$ cat src/rtl/vga_fb_arbiter.sv
`default_nettype none
// ============================================================================
//  Module   : vga_fb_arbiter
//  Purpose  : Arbitrates a single-port frame buffer between display reads,
//             a small FIFO of writer pixels and a full-frame clear engine.
//             Priority each cycle: display (active region) > buffered write
//             > clear > idle. All memory-port outputs are registered.
//  Ports    :
//     clk_vga, rst_n          pixel clock, asynchronous active-low reset
//     hc_visible, vc_visible  1-based column/line from the timing driver,
//                             0 = not visible
//     wr_valid/wr_ready       writer handshake, wr_addr/wr_data payload
//     clr_req, clr_color      clear request pulse and fill value
//     clr_busy                clear in progress
//     mem_addr/mem_we/mem_wdata  frame-buffer port (registered)
//     mem_rdata               read data, one cycle after the address
//     pix_data/pix_valid      display pixel, two cycles after hc/vc sample
//  Revision : 1.0  initial release
// ============================================================================
module vga_fb_arbiter #(
   parameter int H_ACTIVE   = 640,
   parameter int V_ACTIVE   = 480,
   parameter int ADDR_W     = 19,
   parameter int DATA_W     = 12,
   parameter int WBUF_DEPTH = 4
) (
   input  logic              clk_vga,
   input  logic              rst_n,
   input  logic [9:0]        hc_visible,
   input  logic [9:0]        vc_visible,
   input  logic              wr_valid,
   output logic              wr_ready,
   input  logic [ADDR_W-1:0] wr_addr,
   input  logic [DATA_W-1:0] wr_data,
   input  logic              clr_req,
   input  logic [DATA_W-1:0] clr_color,
   output logic              clr_busy,
   output logic [ADDR_W-1:0] mem_addr,
   output logic              mem_we,
   output logic [DATA_W-1:0] mem_wdata,
   input  logic [DATA_W-1:0] mem_rdata,
   output logic [DATA_W-1:0] pix_data,
   output logic              pix_valid
);

   localparam int                PTR_W     = $clog2(WBUF_DEPTH);
   localparam logic [ADDR_W-1:0] ONE_A     = ADDR_W'(1);
   localparam logic [ADDR_W-1:0] H_ACT_A   = ADDR_W'(H_ACTIVE);
   localparam logic [ADDR_W-1:0] LAST_ADDR = ADDR_W'(H_ACTIVE * V_ACTIVE - 1);
   localparam logic [PTR_W:0]    FULL_CNT  = (PTR_W + 1)'(WBUF_DEPTH);
   localparam logic [PTR_W-1:0]  ONE_P     = PTR_W'(1);
   localparam logic [PTR_W:0]    ONE_C     = (PTR_W + 1)'(1);

   typedef enum logic [1:0] {
      S_IDLE   = 2'd0,
      S_ACTIVE = 2'd1,
      S_WRITE  = 2'd2,
      S_CLEAR  = 2'd3
   } state_t;

   state_t state, next_state;

   // ------------------------------------------------------------------
   // Display address
   // ------------------------------------------------------------------
   logic              active;
   logic [ADDR_W-1:0] disp_addr;

   assign active    = (hc_visible != 10'd0) && (vc_visible != 10'd0);
   assign disp_addr = (ADDR_W'(vc_visible) - ONE_A) * H_ACT_A
                    + (ADDR_W'(hc_visible) - ONE_A);

   // ------------------------------------------------------------------
   // Write buffer
   // ------------------------------------------------------------------
   logic [ADDR_W-1:0] fifo_addr [WBUF_DEPTH];
   logic [DATA_W-1:0] fifo_data [WBUF_DEPTH];
   logic [PTR_W-1:0]  rd_ptr, wr_ptr;
   logic [PTR_W:0]    count;
   logic              fifo_empty, push, pop;

   assign fifo_empty = (count == '0);
   // Ready comes straight from the registered count, so a pop only frees
   // a slot as seen by the writer on the following cycle.
   assign wr_ready   = (count != FULL_CNT);
   assign push       = wr_valid && wr_ready;
   assign pop        = (next_state == S_WRITE);

   always_ff @(posedge clk_vga) begin
      if (push) begin
         fifo_addr[wr_ptr] <= wr_addr;
         fifo_data[wr_ptr] <= wr_data;
      end
   end

   always_ff @(posedge clk_vga or negedge rst_n) begin
      if (!rst_n) begin
         rd_ptr <= '0;
         wr_ptr <= '0;
         count  <= '0;
      end else begin
         if (push) wr_ptr <= wr_ptr + ONE_P;
         if (pop)  rd_ptr <= rd_ptr + ONE_P;
         case ({push, pop})
            2'b10:   count <= count + ONE_C;
            2'b01:   count <= count - ONE_C;
            default: count <= count;
         endcase
      end
   end

   // ------------------------------------------------------------------
   // Clear engine
   // ------------------------------------------------------------------
   logic [ADDR_W-1:0] clr_ptr;
   logic [DATA_W-1:0] clr_col;

   always_ff @(posedge clk_vga or negedge rst_n) begin
      if (!rst_n) begin
         clr_busy <= 1'b0;
         clr_ptr  <= '0;
         clr_col  <= '0;
      end else if (clr_req) begin
         // A new request always restarts from the first pixel.
         clr_busy <= 1'b1;
         clr_ptr  <= '0;
         clr_col  <= clr_color;
      end else if (next_state == S_CLEAR) begin
         if (clr_ptr == LAST_ADDR) begin
            clr_busy <= 1'b0;
            clr_ptr  <= '0;
         end else begin
            clr_ptr  <= clr_ptr + ONE_A;
         end
      end
   end

   // ------------------------------------------------------------------
   // Port owner FSM
   // ------------------------------------------------------------------
   always_ff @(posedge clk_vga or negedge rst_n) begin
      if (!rst_n) state <= S_IDLE;
      else        state <= next_state;
   end

   always_comb begin
      next_state = S_IDLE;
      if (active)
         next_state = S_ACTIVE;
      else if (!fifo_empty)
         next_state = S_WRITE;
      // A clear restarting this cycle skips its stale write at the old
      // pointer; the fill begins at address 0 on the next cycle.
      else if (clr_busy && !clr_req)
         next_state = S_CLEAR;
   end

   // ------------------------------------------------------------------
   // Registered memory port
   // ------------------------------------------------------------------
   always_ff @(posedge clk_vga or negedge rst_n) begin
      if (!rst_n) begin
         mem_addr  <= '0;
         mem_we    <= 1'b0;
         mem_wdata <= '0;
      end else begin
         case (next_state)
            S_ACTIVE: begin
               mem_we   <= 1'b0;
               mem_addr <= disp_addr;
            end
            S_WRITE: begin
               mem_we    <= 1'b1;
               mem_addr  <= fifo_addr[rd_ptr];
               mem_wdata <= fifo_data[rd_ptr];
            end
            S_CLEAR: begin
               mem_we    <= 1'b1;
               mem_addr  <= clr_ptr;
               mem_wdata <= clr_col;
            end
            default: mem_we <= 1'b0;
         endcase
      end
   end

   // ------------------------------------------------------------------
   // Display output: state marks a read address on the port this cycle,
   // its data returns one cycle later.
   // ------------------------------------------------------------------
   always_ff @(posedge clk_vga or negedge rst_n) begin
      if (!rst_n) pix_valid <= 1'b0;
      else        pix_valid <= (state == S_ACTIVE);
   end

   assign pix_data = pix_valid ? mem_rdata : '0;

endmodule
`default_nettype wire

$ cat config.mk
export PLATFORM = sky130hd
export DESIGN_NAME = vga_fb_arbiter
export DESIGN_NICKNAME = d
export VERILOG_FILES = /design/src/rtl/vga_fb_arbiter.sv
export SDC_FILE = /design/constraint.sdc
export NUM_CORES = 1
export LEC_CHECK = 0
export ABC_CLOCK_PERIOD_IN_PS = 2770
export BUFFER_PORTS_ARGS = -buffer_cell sky130_fd_sc_hd__buf_2
export CAP_MARGIN = 20
export CELL_PAD_IN_SITES_DETAIL_PLACEMENT = 1
export CELL_PAD_IN_SITES_GLOBAL_PLACEMENT = 1
export CORE_MARGIN = 2
export CORE_UTILIZATION = 48
export CTS_CLUSTER_DIAMETER = 80
export DETAILED_ROUTE_END_ITERATION = 10
export PLACE_DENSITY_LB_ADDON = 0.1
export SETUP_SLACK_MARGIN = 0.05
export SKIP_LAST_GASP = 1
export SLEW_MARGIN = 20
export SYNTH_ARGS = -nofsm -noshare
export SYNTH_HDL_FRONTEND = slang
export SYNTH_SLANG_ARGS = --single-unit
export TNS_END_PERCENT = 50
$ cat constraint.sdc
create_clock -name clk_vga -period 2.77 [get_ports clk_vga]
set_input_delay 0 -clock clk_vga [delete_from_list [all_inputs] [get_ports clk_vga]]
set_output_delay 0 -clock clk_vga [all_outputs]
set_load 0.02 [all_outputs]
==> Word-level counts from Yosys, hierarchy flattened <==
Memory sizes are Yosys's and may differ from the RTL's.
Index checks and enable logic that the tools add are counted.
{ "classes": {"add_sub_neg": 8, "n_mul": 1, "div_mod_pow": 0, "n_lt_le_gt_ge": 0, "eq_ne": 8, "shifts": 0, "muxes": 16, "bitwise_logic": 0, "n_reduce_logical": 14} }
{ "op_table": {"columns": ["op", "count"], "rows": [
  ["$mux W19", 3],
  ["$pmux W19 S3", 1],
  ["$pmux W12 S2", 1],
  ["$sub A10 B1 Y11 const B", 2],
  ["$reduce_bool A10 Y1", 2],
  ["$add A19 B1 Y19 const B", 1],
  ["$add A19 B19 Y19", 1],
  ["$eq A19 B19 Y1 const B", 1],
  ["$mul A19 B3 Y12 const B", 1],
  ["$mux W12", 1],
  ["$reduce_bool A2 Y1", 4],
  ["$eq A2 B1 Y1 const B", 3],
  ["$eq A2 B2 Y1 const B", 3],
  ["$mux W1", 6],
  ["$mux W2", 3],
  ["$pmux W3 S2", 1],
  ["$add A2 B1 Y2 const B", 2],
  ["$add A3 B1 Y3 const B", 1],
  ["$logic_and A1 B1 Y1", 3],
  ["$logic_not A3 Y1", 1],
  ["$ne A3 B3 Y1 const B", 1],
  ["$reduce_bool A3 Y1", 1],
  ["$sub A3 B1 Y3 const B", 1],
  ["$reduce_and A2 Y1", 1],
  ["other kinds (2)", 2]
]} }
{ "word_totals": {"reg_bits": 74, "latch_bits": 0, "ram_bits": 124, "romBits": 0, "input_bits": 79, "out_inout_bits": 47, "wordCells": 60, "n_memories": 2} }
{ "memory_table": {"columns": ["memory", "depth", "word_bits", "rd", "rd_clocked_by_memory_dff", "write_ports", "line_no", "source"], "rows": [
  ["fifo_addr", 4, 19, 1, 0, 1, "76", "logic [ADDR_W-1:0] fifo_addr [WBUF_DEPTH];"],
  ["fifo_data", 4, 12, 1, 0, 1, "77", "logic [DATA_W-1:0] fifo_data [WBUF_DEPTH];"]
]} }

==> Depth between registers and ports, before layout <==
Gate-level depths: netlist of the first run.
{ "logic_depth": {"depth_word": 8, "ltp_mapped": 19, "ltp_nobuf": 18} }

==> Least setup slack after synthesis of the first run <==
OpenSTA, ideal clock, no wires.
{ "synth_timing": {"kind": "input port to flip-flop", "startpoint": "in vc_visible[0]", "endpoint": "reg mem_addr[18]", "setup_time_ns": 0.119, "arrival_ns": 3.519, "required_ns": 2.651, "path_slack_ns": -0.868, "stages": 18, "n_path_buf": 1, "cell_sequence": "inv_1 -> ha_1 -> or3b_2 -> clkbuf_1 -> xnor2_1 -> ha_1 -> fa_1 -> a21o_1 -> a21oi_1 -> xnor2_1 -> ha_1 -> a21oi_1 -> nor2b_1 -> nor2_1 -> o31ai_1 -> o31ai_1 -> xnor2_1 -> o21a_1"} }
{ "synth_between": {"elab_chain_cells": 5, "word_cells_on_any_way": 11, "cone_classes": "add/sub (2); mul (1); eq/ne (3); mux (2); reduce/logical (3)"} }
{ "synth_lines": {"columns": ["item", "line_no", "source"], "rows": [
  ["start: declaration", "30", "input logic [9:0] vc_visible,"],
  ["branches (longest 5 deep; another with $mul A19 B3 Y12)", null, null],
  ["end signal: assignment", "170", "mem_addr <= disp_addr;"],
  ["end signal: assignment", "174", "mem_addr <= fifo_addr[rd_ptr];"],
  ["end signal: assignment", "179", "mem_addr <= clr_ptr;"],
  ["end: declaration", "38", "output logic [ADDR_W-1:0] mem_addr,"]
]} }
Parallel ways; which one is timed is not known.
A chain may end at the register's enable or synchronous reset.

==> Worst setup path in the final report of the first run <==
{ "layout_timing": {"startpoint": "in vc_visible[1]", "endpoint": "reg mem_addr[18]"} }
Same word-level chain as after synthesis.

==> results.py, run 1 <==
metrics = {
    "floorplan": {
        "die_x_um": 143,
        "ios": 126,
        "fp-row-count": 50,
        "design.die.area_um2": 20500,
        "die_h_um": 143,
        "core_area_um2": 18900,
        "start_util_pct": 49.3,
    },
    "worst_setup_path": {
        "ff2ff_path_depth": 6,
        "cpPeakStageDelay_ns": 0.49,
        "cp_max_fo": 4,
        "reg2reg_from": "count[1]$_DFFE_PN0P_",
        "r2r_slack_ns": 0.35,
        "worst-path-buf-inv": 5,
        "cp_slowest_cell": "or4_4",
        "critPathRequiredTime_ns": 3.09,
        "endpoint_kind": "register",
        "arrival_ns": 3.42,
        "crit_top_cell": "buf_4",
        "cp-start-kind": "input port",
        "crit_type": "in2reg",
        "cp_top_family": "simple AND/OR/NAND/NOR gates",
        "path_cells": "buf_8 > buf_6 > or4_4 > nor2_4 > xor2_2 > ha_1 > ha_4 > a21oi_2 > buf_4 > buf_4 > buf_4 > xnor2_1 > ha_2 > a21oi_4 > nor2b_4 > nor2_4 > o31ai_4 > o31ai_4 > xnor2_1 > o21a_1",
        "rr_endpoint": "clr_ptr[18]$_DFFE_PN0P_",
    },
    "routing": {
        "wire_per_inst_um": 21.1,
        "drt-initial-drc-count": 389,
        "drc": 0,
        "drtAntennaViolNets": 0,
        "wl_um": 25500,
        "drtPass1Iterations": 5,
        "num_vias": 6692,
        "vias_per_cell": 5.53,
    },
    "global_route": {
        "grt_pass1_wl_um": 40100,
        "grt_start_max_net_pins": 57,
        "grt-ovfl-total": 0,
        "antenna_found_initial": 1,
        "grt_usage_pct": 25.9,
        "grt_pass1_vias": 7359,
    },
    "power": {
        "p_leak_uw": 0.00510,
        "p_comb_share_pct": 24.3,
        "ir_worst_vdd_mv": 0.524,
        "power_per_cell_area_nw_per_um2": 686,
        "p_clk_share_pct": 29.3,
        "p_switching_uw": 2550,
        "finalPower_uw": 8410,
        "power_switching_share_pct": 30.3,
        "power.internal_uw": 5860,
        "power_frac_seq_pct": 46.4,
    },
    "cells_and_area": {
        "multi_input_area_um2": 3750,
        "nFillCells": 1852,
        "seqCellArea_um2": 5580,
        "layout-drive-gt1-share_pct": 37.3,
        "finalInstanceArea_um2": 12300,
        "areaGrowthSynthToFinish_pct": 31.7,
        "nets": 1054,
    },
    "timing": {
        "period_share_pct": 112,
        "fin_ws_ns": -0.329,
        "drv_slew": 0,
        "rsz0062_at_grt": "true",
        "fmax_ghz": 0.323,
        "finalSetupViolations": 5,
        "tightest_slew_ns": 0.781,
        "finClkSkew_ns": 0.00806,
        "slew_headroom_pct": 48.0,
        "hold_violations": 0,
        "finalCriticalPeriod_ns": 3.10,
    },
    "placement": {
        "placed_area_um2": 10900,
        "place_hpwl_um": 16900,
        "numPortBuffers": 125,
        "gp_congestion": 0.798,
    },
    "synthesis": {
        "synthDistinctLibCells": 63,
        "synth_top_area_cell": "edfxtp_1",
        "synth-seq-area-share_pct": 59.9,
        "synth_top_area_share_pct": 40.0,
        "synth.avg_cell_area_um2": 13.9,
        "yosys-top-cells-area": "edfxtp_1 40%, dfrtp_1 20%, mux4_2 7.5%, ha_1 4.8%, xor2_1 2.4%",
        "synth_area_um2": 9310,
        "synthesis.nets": 789,
        "async_reset_ff_share_pct": 37.4,
        "postSynthCellCount": 671,
        "yosys_register_bits": 198,
        "synthFlopType": "edfxtp_1",
        "yosysWarningCount": 0,
        "synth_edf_count": 124,
    },
    "clock_tree": {
        "clock_sinks": 198,
        "clkLatencyLatePin_ns": 0.44,
        "cts_tree": "yes",
        "numCtsBuffers": 17,
        "cts.reportedPaths.clkPinSlew_ns": 0.07,
        "cts-root-buf": "clkbuf_16",
        "cts_max_level": 4,
        "clock_path_buffers": 2,
    },
    "min_path": {
        "hold_path_end": "mem_addr[4]$_DFFE_PN0P_",
        "holdCritPathClass": "in2reg",
        "min_from": "hc_visible[4]",
        "hold_depth": 5,
    },
    "outcome": {
        "violations": "negative setup slack",
        "status": "finished with violations",
    },
    "flow_run": {
        "max_cap_viol_count": 0,
    },
}
[sequential cells by signal, summed over array words and instances (netlist names)]
| register | count |
|---|---|
| fifo_data | 48 |
| rd_ptr | 2 |
| state | 2 |
| mem_addr | 19 |
| fifo_addr | 76 |
| clr_ptr | 19 |
| mem_wdata | 12 |
| pix_valid | 1 |
| clr_busy | 1 |
| mem_we | 1 |
| wr_ptr | 2 |
| count | 3 |
| clr_col | 12 |
[worst max path at each step]
stage	startpoint	end	depth (start not counted)
after global placement	vc_visible[1]	mem_addr[18]$_DFFE_PN0P_	17
after global routing	vc_visible[1]	mem_addr[18]$_DFFE_PN0P_	20
after CTS	vc_visible[1]	mem_addr[18]$_DFFE_PN0P_	19
final	vc_visible[1]	mem_addr[18]$_DFFE_PN0P_	20
after detailed placement	vc_visible[1]	mem_addr[18]$_DFFE_PN0P_	17
after floorplan	vc_visible[1]	mem_addr[18]$_DFFE_PN0P_	17
[layout make-up]
type / instances / area share, %
clock inverters: 14 / 1.35
repair buffers: 271 / 15.3
multi-input cells: 414 / 30.6
clock buffers: 18 / 3.50
flip-flops and latches: 198 / 45.5
well taps: 260 / 2.65
diodes: 1 / 0.0204
inverters: 34 / 1.16
[worst register-to-register path, cell delays in order (launching register included)]
cell	delay (ns)
dfrtp_1	0.41
or3_1	0.53
nor2_1	0.27
a21boi_4	0.38
o21ai_2	0.17
or3_1	0.37
a21oi_1	0.19
[through the flow]
| stage | setup slack (ns) | std cells | util [%] | setup TNS (ns) | hold slack, ns |
|---|---|---|---|---|---|
| 6_report | -0.329 | 1210 | 64.9 | -1.21 | 0.0355 |
| 5_1_grt | -0.448 | 1209 | 64.9 | -1.93 | 0.0621 |
| 4_1_cts | -0.258 | 1206 | 64.2 | -0.648 | 0.00974 |
| 3_5_place_dp | -0.958 | 1119 | 57.7 | -3.94 | 0.116 |
| 2_1_floorplan | -0.600 | 671 | - | -1.63 | -0.296 |
| 3_3_place_gp | -0.754 | 1119 | 57.7 | -3.12 | 0.114 |
[layout by cell type (no fill, tap or decap), drive strengths merged, types with 4 or more instances in the layout]
cell and n:
a211oi 4, a21o 6, a21oi 24, a221o 4, a222oi 12, and2 13, and3 9, buf 223
clkbuf 18, clkinv 6, dfrtp 74, dlygate4sd3 48, edfxtp 124, ha 36, inv 38, mux2 12
mux2i 4, mux4 31, nand2 35, nand2b 8, nand3 9, nor2 45, nor2b 7, nor3 5
o211ai 5, o21ai 41, o31ai 5, or3 9, or4 5, xnor2 24, xor2 25
[synth_stat cells, drive strengths merged, types with 8 or more instances]
cell and n:
buf 12, or3 9, inv 33, mux2 12, nand2 35, and3 9
a222oi 12, ha 36, xnor2 24, nand3 9, mux4 31, xor2 25
edfxtp 124, nor2 45, dfrtp 74, clkbuf 13, and2 13, o21ai 41
nand2b 8, a21oi 24
[logic make-up (layout without fill, tap and decap cells)]
family / Yosys count / after routing / synth area share, %
AOI/OAI and AO/OA: 121 / 121 / 8.96
other: 0 / 1 / 0
buffers and inverters: 59 / 337 / 2.75
adders and majority gates: 39 / 39 / 5.48
DFF: 198 / 198 / 59.9
and+or+nand+nor: 158 / 158 / 8.88
xor gates and xnor gates: 49 / 49 / 4.69
muxes: 47 / 47 / 9.38
[metal layers]
layer | vias up | global-route usage (%) | share of wire (%)
met2 | 199 | 46.8 | 54
met3 | 31 | 3.90 | 4.5
met4 | 0 | 7.48 | 1.6
met5 | - | 0 | 0
li1 | 3035 | - | -
met1 | 3427 | 32.5 | 40
[power groups by stage]
stage	clock network, µW	logic [µW]	registers (µW)
3_5_place_dp	0	1880	3950
6_report	2470	2040	3900
3_3_place_gp	0	1800	3900
5_1_grt	2600	2230	3940
4_1_cts	2480	1990	3890
2_1_floorplan	0	1020	3980
[what timing repair did]
item	in CTS	in global routing
pin swaps	29	20
endpoints found under the hold margin	194	0
resized for setup	23	17
buffers inserted	7	3
setup endpoints to repair	5	5
hold buffers	48	0
No activity file was read; power rests on OpenSTA's default activity.
==> run 2: changes to the inputs <==
Settings changed: BUFFER_PORTS_ARGS -buffer_cell sky130_fd_sc_hd__buf_2 to not set, CORE_UTILIZATION 48 to 52, CTS_CLUSTER_SIZE set to 12, DONT_BUFFER_PORTS set to 1.
==> run 2 against run 1 <==
  * The flow still finishes with violations (negative setup slack)
  * Setup slack better by 0.19 ns
  * Clock skew rose by 0.0052 ns
  * Via count decreased by 7.1%
  * Critical path depth down 2
  * Cell area is 6.6% lower
  * Critical endpoint unchanged
==> results.py, run 2 (same netlist as run 1, synthesis figures left out) <==
metrics = {
    "global_route": {
        "grt-ovfl-total": 0,
        "grt_usage_pct": 27.8,
        "grt_pass1_wl_um": 38500,
        "antenna_found_initial": 1,
        "grt_start_max_net_pins": 75,
        "grt_pass1_vias": 7014,
    },
    "timing": {
        "finClkSkew_ns": 0.0132,
        "fin_tns_setup_ns": -0.266,
        "slew_headroom_pct": 36.7,
        "finalSetupViolations": 3,
        "fin_ws_ns": -0.143,
        "period_share_pct": 105,
        "rsz0062_at_grt": "true",
        "finalCriticalPeriod_ns": 2.91,
        "hold_violations": 0,
        "fmax_ghz": 0.343,
        "drv_slew": 0,
        "tightest_slew_ns": 0.946,
    },
    "outcome": {
        "violations": "negative setup slack",
        "status": "finished with violations",
    },
    "routing": {
        "drt-initial-drc-count": 424,
        "drtPass1Iterations": 5,
        "vias_per_cell": 6.00,
        "wl_um": 25200,
        "drc": 0,
        "wire_per_inst_um": 24.3,
        "drtAntennaViolNets": 0,
        "num_vias": 6217,
    },
    "worst_setup_path": {
        "path_cells": "clkinv_16 > ha_4 > or3b_4 > xnor2_2 > ha_1 > ha_1 > a21o_1 > a21oi_2 > o21bai_2 > a21oi_2 > xnor2_1 > ha_1 > buf_6 > nand2_4 > o31ai_4 > o31ai_2 > xnor2_1 > o21a_1",
        "cp-start-kind": "input port",
        "startpoint": "vc_visible[1]",
        "cp_slowest_cell": "or3b_4",
        "cpPeakStageDelay_ns": 0.40,
        "rr_endpoint": "clr_ptr[11]$_DFFE_PN0P_",
        "reg2reg_from": "clr_ptr[1]$_DFFE_PN0P_",
        "cp_max_fo": 3,
        "cp-endpoint": "mem_addr[18]$_DFFE_PN0P_",
        "arrival_ns": 3.24,
        "critPathRequiredTime_ns": 3.09,
        "endpoint_kind": "register",
        "ff2ff_path_depth": 7,
        "crit_type": "in2reg",
        "crit_top_cell": "ha_1",
        "r2r_slack_ns": 0.16,
    },
    "floorplan": {
        "start_util_pct": 53.5,
        "core_area_um2": 17400,
        "design.die.area_um2": 19000,
        "die_h_um": 138,
        "fp-row-count": 48,
        "die_x_um": 138,
        "ios": 126,
    },
    "min_path": {
        "holdCritPathClass": "in2reg",
        "hold_depth": 4,
        "min_from": "hc_visible[8]",
    },
    "cells_and_area": {
        "top_register": "fifo_addr",
        "nets": 916,
        "post-route-util_pct": 65.8,
        "reg.largest.list": "fifo_addr x76, fifo_data x48",
        "finalInstanceArea_um2": 11500,
        "layout-drive-gt1-share_pct": 24.9,
        "nFillCells": 1618,
        "largest_register_ffs": 76,
        "mostFrequentLayoutCell": "edfxtp_1",
        "areaGrowthSynthToFinish_pct": 23.0,
        "finalNonFillerCells": 1036,
        "antenna_cells": 0,
        "layout_common_cells": "124 x edfxtp_1, 75 x buf_4, 73 x dfrtp_1",
    },
    "clock_tree": {
        "clkLatencyLatePin_ns": 0.44,
        "numCtsBuffers": 17,
        "cts-root-buf": "clkbuf_16",
        "cts.reportedPaths.clkPinSlew_ns": 0.07,
        "clock_path_buffers": 2,
        "cts_tree": "yes",
        "clock_sinks": 198,
        "cts_max_level": 4,
    },
    "placement": {
        "gp_congestion": 0.827,
        "place_hpwl_um": 16400,
        "dpl.cell_count": 939,
        "numPortBuffers": 0,
        "pre_cts_slack_ns": -0.778,
        "placed_area_um2": 10100,
    },
    "flow_run": {
        "max_cap_viol_count": 0,
    },
    "power": {
        "ir_worst_vdd_mv": 0.461,
        "power_per_cell_area_nw_per_um2": 717,
        "p_leak_uw": 0.00453,
    },
}
run 2: worst max-delay path, delay by kind of cell:
family                     cells  cell delay [ns]
xor gates and xnor gates       3             0.45
adders and majority gates      4             1.04
buffers and inverters          2             0.15
AOI/OAI and AO/OA              7             1.14
and+or+nand+nor                2             0.45
run 2: worst min path at each step:
stage	to	slack, ns
after floorplan	clr_busy$_DFFE_PN0P_	-0.30
after global placement	wr_ptr[1]$_DFFE_PN0P_	-0.29
after detailed placement	wr_ptr[0]$_DFFE_PN0P_	-0.29
after CTS	mem_addr[8]$_DFFE_PN0P_	0.02
after global routing	mem_addr[8]$_DFFE_PN0P_	0.04
final	mem_addr[8]$_DFFE_PN0P_	0.02
run 2: final cells by class:
type                       instances  area [µm²]  area share [%]
clock buffer                      18         429            3.75
clock inverter                    14         154            1.34
inverter                          34         171            1.50
multi-input combinational        414        3680            32.1
sequential                       198        5580            48.7
tap                              225         282            2.46
timing repair buffer             133        1160            10.2
run 2: stage by stage:
stage	power [µW]	hold slack, ns
6_report	8210	0.0216
5_1_grt	8550	0.0416
4_1_cts	8150	0.0160
3_5_place_dp	5620	-0.294
3_3_place_gp	5470	-0.294
2_1_floorplan	4990	-0.296
run 2: routing by layer:
layer | part of all wire (%) | up-vias | global-route usage [%]
met1 | 40 | 3210 | 33.4
met2 | 54 | 206 | 50.9
met5 | 0.052 | - | 0
met3 | 5.6 | 28 | 5.52
met4 | 1.1 | 2 | 7.99
li1 | - | 2771 | -
run 2: repair_timing:
item                                    4_1_cts  5_1_grt
hold buffers                                 56        0
endpoints found under the hold margin       230        0
resized for setup                            10       17
endpoints found under the setup margin        4        5
setup buffers                                 9        1
pin swaps                                    23       13
run 2: report_power, final:
group	total, µW	internal, µW	switching [µW]
registers	4030	3690	348
clock network	2410	1210	1210
logic	1760	763	1000
